===== config.mk =====
export PLATFORM = sky130hd
export DESIGN_NAME = display_scheduler_flat
export DESIGN_NICKNAME = d
export VERILOG_FILES = /design/src/rtl/display_scheduler_if.sv /design/src/rtl/display_scheduler.sv /design/src/flat_wrapper.sv
export SDC_FILE = /design/constraint.sdc
export NUM_CORES = 1
export LEC_CHECK = 0
export ABC_AREA = 1
export BUFFER_PORTS_ARGS = -buffer_cell sky130_fd_sc_hd__buf_4
export CAP_MARGIN = 10
export CELL_PAD_IN_SITES_DETAIL_PLACEMENT = 1
export CELL_PAD_IN_SITES_GLOBAL_PLACEMENT = 2
export CORE_MARGIN = 2
export CORE_UTILIZATION = 31
export CTS_CLUSTER_DIAMETER = 200
export CTS_CLUSTER_SIZE = 24
export DETAILED_ROUTE_END_ITERATION = 6
export GPL_ROUTABILITY_DRIVEN = 0
export GPL_TIMING_DRIVEN = 0
export PLACE_DENSITY = 0.84
export SLEW_MARGIN = 5
export SYNTH_ARGS = -nofsm -noshare
export SYNTH_HDL_FRONTEND = slang
export SYNTH_SLANG_ARGS = --single-unit

===== constraint.sdc =====
create_clock -name clk -period 1.9 [get_ports clk]
set_clock_uncertainty 0.05 [all_clocks]
set_input_delay 0.19 -clock clk [delete_from_list [all_inputs] [get_ports clk]]
set_output_delay 0.19 -clock clk [all_outputs]
set_load 0.03 [all_outputs]

===== src/rtl/display_scheduler_if.sv =====
// Handshake bundle between the display scheduler, its two requesters and display_out.
// The master side covers everything around the scheduler; the scheduler itself uses the slave side.
interface display_scheduler_if;
  logic        key_valid;
  logic [15:0] key_bcd;
  logic        key_ack;
  logic        res_valid;
  logic [15:0] res_bcd;
  logic        res_ack;
  logic        disp_enable;
  logic [15:0] disp_bcd;
  logic        disp_sending;
  logic        busy;
  logic        last_src;
  logic        timeout_err;

  modport master (
    output key_valid, key_bcd, res_valid, res_bcd, disp_sending,
    input  key_ack, res_ack, disp_enable, disp_bcd, busy, last_src, timeout_err
  );

  modport slave (
    input  key_valid, key_bcd, res_valid, res_bcd, disp_sending,
    output key_ack, res_ack, disp_enable, disp_bcd, busy, last_src, timeout_err
  );
endinterface


===== src/rtl/display_scheduler.sv =====
// Shares the serial display driver between keypad echo (KEY) and ALU result (RES),
// one latched BCD word per frame, with periodic idle refresh and a start timeout.
module display_scheduler #(
  parameter int unsigned REFRESH_CYCLES = 100000,
  parameter int unsigned START_TIMEOUT  = 64,
  parameter logic [15:0] BLANK_WORD     = 16'hFFFF
) (
  input logic                clk,
  input logic                rst,
  display_scheduler_if.slave bus
);
  localparam int RW = (REFRESH_CYCLES > 1) ? $clog2(REFRESH_CYCLES) : 1;
  localparam int TW = (START_TIMEOUT > 1) ? $clog2(START_TIMEOUT) : 1;
  localparam logic [RW-1:0] REFRESH_LAST = RW'(REFRESH_CYCLES - 1);
  localparam logic [TW-1:0] TIMEOUT_LAST = TW'(START_TIMEOUT - 1);

  typedef enum logic [1:0] {IDLE, START, SEND} state_t;

  state_t        state;
  logic [RW-1:0] refresh_cnt;
  logic [TW-1:0] timeout_cnt;
  logic [15:0]   disp_bcd_q;
  logic          disp_enable_q;
  logic          key_ack_q;
  logic          res_ack_q;
  logic          busy_q;
  logic          last_src_q;
  logic          timeout_err_q;
  logic          grant_res;

  // With both sources pending, the one not served last wins.
  assign grant_res = (bus.key_valid && bus.res_valid) ? ~last_src_q : bus.res_valid;

  // NOTE: all state and outputs are written with non-blocking assignments in a
  // single clocked block, so every output is a register and no latch can appear.
  always_ff @(posedge clk or negedge rst) begin
    if (!rst) begin
      state         <= IDLE;
      refresh_cnt   <= '0;
      timeout_cnt   <= '0;
      disp_bcd_q    <= BLANK_WORD;
      disp_enable_q <= 1'b0;
      key_ack_q     <= 1'b0;
      res_ack_q     <= 1'b0;
      busy_q        <= 1'b0;
      last_src_q    <= 1'b1;
      timeout_err_q <= 1'b0;
    end else begin
      key_ack_q <= 1'b0;
      res_ack_q <= 1'b0;
      unique case (state)
        IDLE: begin
          if (bus.key_valid || bus.res_valid) begin
            disp_bcd_q    <= grant_res ? bus.res_bcd : bus.key_bcd;
            key_ack_q     <= ~grant_res;
            res_ack_q     <= grant_res;
            last_src_q    <= grant_res;
            refresh_cnt   <= '0;
            timeout_cnt   <= '0;
            disp_enable_q <= 1'b1;
            busy_q        <= 1'b1;
            state         <= START;
          end else if (REFRESH_CYCLES != 0 && refresh_cnt == REFRESH_LAST) begin
            // Resend the word already on disp_bcd; no requester is acknowledged.
            refresh_cnt   <= '0;
            timeout_cnt   <= '0;
            disp_enable_q <= 1'b1;
            busy_q        <= 1'b1;
            state         <= START;
          end else if (REFRESH_CYCLES != 0) begin
            refresh_cnt <= refresh_cnt + 1'b1;
          end
        end
        START: begin
          if (bus.disp_sending) begin
            disp_enable_q <= 1'b0;
            timeout_cnt   <= '0;
            state         <= SEND;
          end else if (timeout_cnt == TIMEOUT_LAST) begin
            timeout_err_q <= 1'b1;
            disp_enable_q <= 1'b0;
            busy_q        <= 1'b0;
            timeout_cnt   <= '0;
            refresh_cnt   <= '0;
            state         <= IDLE;
          end else begin
            timeout_cnt <= timeout_cnt + 1'b1;
          end
        end
        SEND: begin
          if (!bus.disp_sending) begin
            busy_q      <= 1'b0;
            refresh_cnt <= '0;
            state       <= IDLE;
          end
        end
        default: state <= IDLE;
      endcase
    end
  end

  assign bus.disp_bcd    = disp_bcd_q;
  assign bus.disp_enable = disp_enable_q;
  assign bus.key_ack     = key_ack_q;
  assign bus.res_ack     = res_ack_q;
  assign bus.busy        = busy_q;
  assign bus.last_src    = last_src_q;
  assign bus.timeout_err = timeout_err_q;
endmodule


===== src/flat_wrapper.sv =====
// flat-port wrapper written by rule: the top's interface ports become plain ports
module display_scheduler_flat 
#(
  parameter int unsigned REFRESH_CYCLES = 100000,
  parameter int unsigned START_TIMEOUT  = 64,
  parameter logic [15:0] BLANK_WORD     = 16'hFFFF
)
  (clk, rst, bus_key_valid, bus_key_bcd, bus_res_valid, bus_res_bcd, bus_disp_sending, bus_key_ack, bus_res_ack, bus_disp_enable, bus_disp_bcd, bus_busy, bus_last_src, bus_timeout_err);
  display_scheduler_if bus_i ();
  input logic clk;
  input logic rst;
  input wire logic [$bits(bus_i.key_valid)-1:0] bus_key_valid;
  input wire logic [$bits(bus_i.key_bcd)-1:0] bus_key_bcd;
  input wire logic [$bits(bus_i.res_valid)-1:0] bus_res_valid;
  input wire logic [$bits(bus_i.res_bcd)-1:0] bus_res_bcd;
  input wire logic [$bits(bus_i.disp_sending)-1:0] bus_disp_sending;
  output wire logic [$bits(bus_i.key_ack)-1:0] bus_key_ack;
  output wire logic [$bits(bus_i.res_ack)-1:0] bus_res_ack;
  output wire logic [$bits(bus_i.disp_enable)-1:0] bus_disp_enable;
  output wire logic [$bits(bus_i.disp_bcd)-1:0] bus_disp_bcd;
  output wire logic [$bits(bus_i.busy)-1:0] bus_busy;
  output wire logic [$bits(bus_i.last_src)-1:0] bus_last_src;
  output wire logic [$bits(bus_i.timeout_err)-1:0] bus_timeout_err;
  assign bus_i.key_valid = bus_key_valid;
  assign bus_i.key_bcd = bus_key_bcd;
  assign bus_i.res_valid = bus_res_valid;
  assign bus_i.res_bcd = bus_res_bcd;
  assign bus_i.disp_sending = bus_disp_sending;
  assign bus_key_ack = bus_i.key_ack;
  assign bus_res_ack = bus_i.res_ack;
  assign bus_disp_enable = bus_i.disp_enable;
  assign bus_disp_bcd = bus_i.disp_bcd;
  assign bus_busy = bus_i.busy;
  assign bus_last_src = bus_i.last_src;
  assign bus_timeout_err = bus_i.timeout_err;
  display_scheduler #(.REFRESH_CYCLES(REFRESH_CYCLES), .START_TIMEOUT(START_TIMEOUT), .BLANK_WORD(BLANK_WORD)) u_core (.clk(clk), .rst(rst), .bus(bus_i));
endmodule

==> impl_metrics.json <==
{
  "crit_fanout": 6,
  "p_per_area_nw_per_um2": 1390,
  "dp_cells": 512,
  "synth_common_cells": "nand2_1 (121), nor2_1 (40), dfrtp_1 (30), inv_1 (30), nand3_1 (30)",
  "regArea_um2": 1200,
  "first_pass_iters": 4,
  "synth_edf_count": 0,
  "clk_pin_slew_ps": 100,
  "die-width_um": 97,
  "clock_path_buffers": 2,
  "core_um2": 8300,
  "cts_max_level": 2,
  "worstPathRequired_ps": 2090,
  "n_fill_cell": 1046,
  "worstPathArrival_ps": 1960,
  "vias": 2462,
  "critPathKind": "register to register",
  "antenna_found_initial": 0,
  "cts_inserted_buffers": 5,
  "clk_latency_ps": 310,
  "pin_count": 59,
  "hpwl_mm": 5.58,
  "period_minus_slack_ps": 1770,
  "die_area_um2": 9410,
  "p_switching_mw": 2.11,
  "wl_mm": 7.33,
  "routed_via_density": 4.73,
  "crit_chain": "inv_1 -> ha_2 -> inv_2 -> nor2_4 -> nand2_1 -> or2_0 -> o21ai_2",
  "reg2reg_to": "u_core.timeout_cnt[0]",
  "drtAntennaViolNets": 0,
  "yosys_warnings": 0,
  "avgSynthCellArea_um2": 7.68,
  "post-place-ws_ps": 6.87,
  "cp_slowest_cell": "dfrtp_1",
  "finalSetupViolCount": 0,
  "syn_inst": 349,
  "dr.first_iter.drc_count": 65,
  "grt_max_degree": 48,
  "final_nets": 459,
  "fin_cells": 521,
  "status": "complete, no violations",
  "finalHoldViolations": 0,
  "setup_slack_ps": 129,
  "grt_pass1_vias": 2678,
  "start_util_pct": 32.3,
  "synth.cell_area_um2": 2680,
  "ys_seq_area_share_pct": 44.7,
  "crit_buf_inv": 2,
  "cts_tree": "yes",
  "worst_slew_pin_slew_ps": 635,
  "synth_seq_cells": 47,
  "die_height_um": 97,
  "whs_path_depth": 3,
  "swShare_pct": 45.1,
  "cpPeakStageDelay_ps": 440,
  "min_from": "bus_key_bcd[11]",
  "crit_family": "simple AND/OR/NAND/NOR gates",
  "synthesis.nets": 393,
  "maxCapViolations": 0,
  "overflow": 0,
  "route.detailed.drc": 0,
  "synth_async_sr_flop_share_pct": 100,
  "ys_top_cells_by_area": "dfrtp_1 (28%), nand2_1 (17%), dfstp_2 (17%)",
  "internal-power_mw": 2.57,
  "leakage_nw": 1.60,
  "root_buffer": "clkbuf_8",
  "r2r_setup_slack_ps": 130,
  "syn_to_final_growth_pct": 26.0,
  "max_freq_mhz": 565,
  "synth_top_area_share_pct": 28.0,
  "synth_most_common_cell": "nand2_1",
  "pwr-share-comb_pct": 51.0,
  "ys.flop_type": "dfrtp_1",
  "grt_pass1_wl_mm": 12.6,
  "clkSinkCount": 47,
  "wire_per_inst_um": 14.1,
  "seqPwrFrac_pct": 33.7,
  "timing.final.crit_share_pct": 93.2,
  "rsz0062_at_grt": "no",
  "fp-row-count": 33,
  "tns_ps": 0,
  "diodes": 0,
  "ys_types": 32,
  "slew_headroom_pct": 57.7,
  "grt_usage_pct": 16.2,
  "peakVddDrop_mv": 0.888,
  "layout-drive-gt1-share_pct": 29.1,
  "reg2reg_from": "u_core.state[1]",
  "crit_path_end_kind": "register",
  "whs_ps": 31.4,
  "multi_input_area_um2": 1320,
  "fin_util_pct": 40.7,
  "ff2ff_path_depth": 7,
  "hp-class": "input port to register",
  "slew_violations": 0,
  "holdPathEnd": "u_core.bus.disp_bcd[11]",
  "io_buffers": 58,
  "start_kind": "register",
  "p_clk_share_pct": 15.3,
  "synth_top_cell_by_area": "dfrtp_1"
}
==> timing repair <==
item                                    in CTS  in global routing
hold buffers                                 1                  0
pin swaps                                    0                  1
endpoints found under the setup margin       2                 25
buffers inserted                             0                  0
resized for setup                            1                  4
endpoints found under the hold margin       30                  0
==> logic make-up after synthesis <==
family,share of synthesized area [%]
buf+inv,6.44
compound gates,7.19
fa+ha+maj,3.27
simple gates,37.5
flops,44.7
xor+xnor,0.980
==> worst min-delay path: cells and delay by family <==
kind / cells / cell delay [ps]
and+or+nand+nor: 2 / 90
buffers and inverters: 1 / 80
==> power groups by stage <==
stage | clock network (mW) | logic (mW) | registers (mW)
after floorplan | 0 | 1.17 | 2.01
after global placement | 0 | 2.36 | 1.57
after detailed placement | 0 | 2.40 | 1.59
after CTS | 0.738 | 2.41 | 1.58
after global routing | 0.766 | 2.64 | 1.62
final | 0.717 | 2.39 | 1.58
==> how the worst max path moves through the flow <==
stage	depth (start not counted)	to	from	slack, ps
after floorplan	11	u_core.refresh_cnt[13]	u_core.state[0]	330
after global placement	9	u_core.bus.disp_bcd[5]	u_core.state[0]	70
after detailed placement	9	u_core.bus.disp_bcd[7]	u_core.state[0]	7
after CTS	7	u_core.timeout_cnt[0]	u_core.state[1]	50
after global routing	10	u_core.refresh_cnt[12]	u_core.state[0]	10
final	7	u_core.timeout_cnt[0]	u_core.state[1]	130
==> per-stage QoR <==
step	area, µm²	power [mW]
final	3380	4.68
after global routing	3380	5.03
after CTS	3370	4.73
after detailed placement	3250	3.99
after global placement	3250	3.93
after floorplan	2680	3.19
==> per-layer routing <==
metal / vias up / track usage, % / wire (µm)
li1: 1242 / - / -
met1: 1166 / 20.3 / 3330
met2: 46 / 28.2 / 3540
met3: 8 / 4.19 / 377
met4: 0 / 3.79 / 83
met5: - / 0 / 0
==> sequential cells by signal (all words and copies together), names as in the netlist <==
name,cells
u_core.bus.busy,1
u_core.bus.disp_bcd,16
u_core.bus.disp_enable,1
u_core.bus.key_ack,1
u_core.bus.last_src,1
u_core.bus.res_ack,1
u_core.bus.timeout_err,1
u_core.refresh_cnt,17
u_core.state,2
u_core.timeout_cnt,6
==> layout by cell type (no fill, tap or decap), types with 2 or more instances in the layout <==
| master | count |
|---|---|
| buf_4 | 58 |
| clkbuf_8 | 5 |
| ha_1 | 6 |
| nor2_1 | 39 |
| o21bai_1 | 3 |
| nand2_2 | 7 |
| nand4_1 | 8 |
| o21ai_2 | 6 |
| nor2_4 | 5 |
| nand3_1 | 30 |
| nand2_1 | 120 |
| o21ai_1 | 7 |
| nand3_2 | 4 |
| buf_6 | 2 |
| dfstp_2 | 17 |
| dfrtp_1 | 29 |
| buf_2 | 3 |
| o21ai_0 | 12 |
| inv_1 | 30 |
| xnor2_1 | 2 |
| nor3_1 | 3 |
| inv_2 | 2 |
==> cell type report <==
cell class              count  area share [%]
multi-input cells         264            39.2
flip-flops and latches     47            35.5
repair buffers             59            13.2
well taps                 105            3.89
inverters                  32            3.55
clock buffers               6            2.78
plain buffers               6            1.55
clock inverters             2           0.407
(Power assumes the default switching activity.)
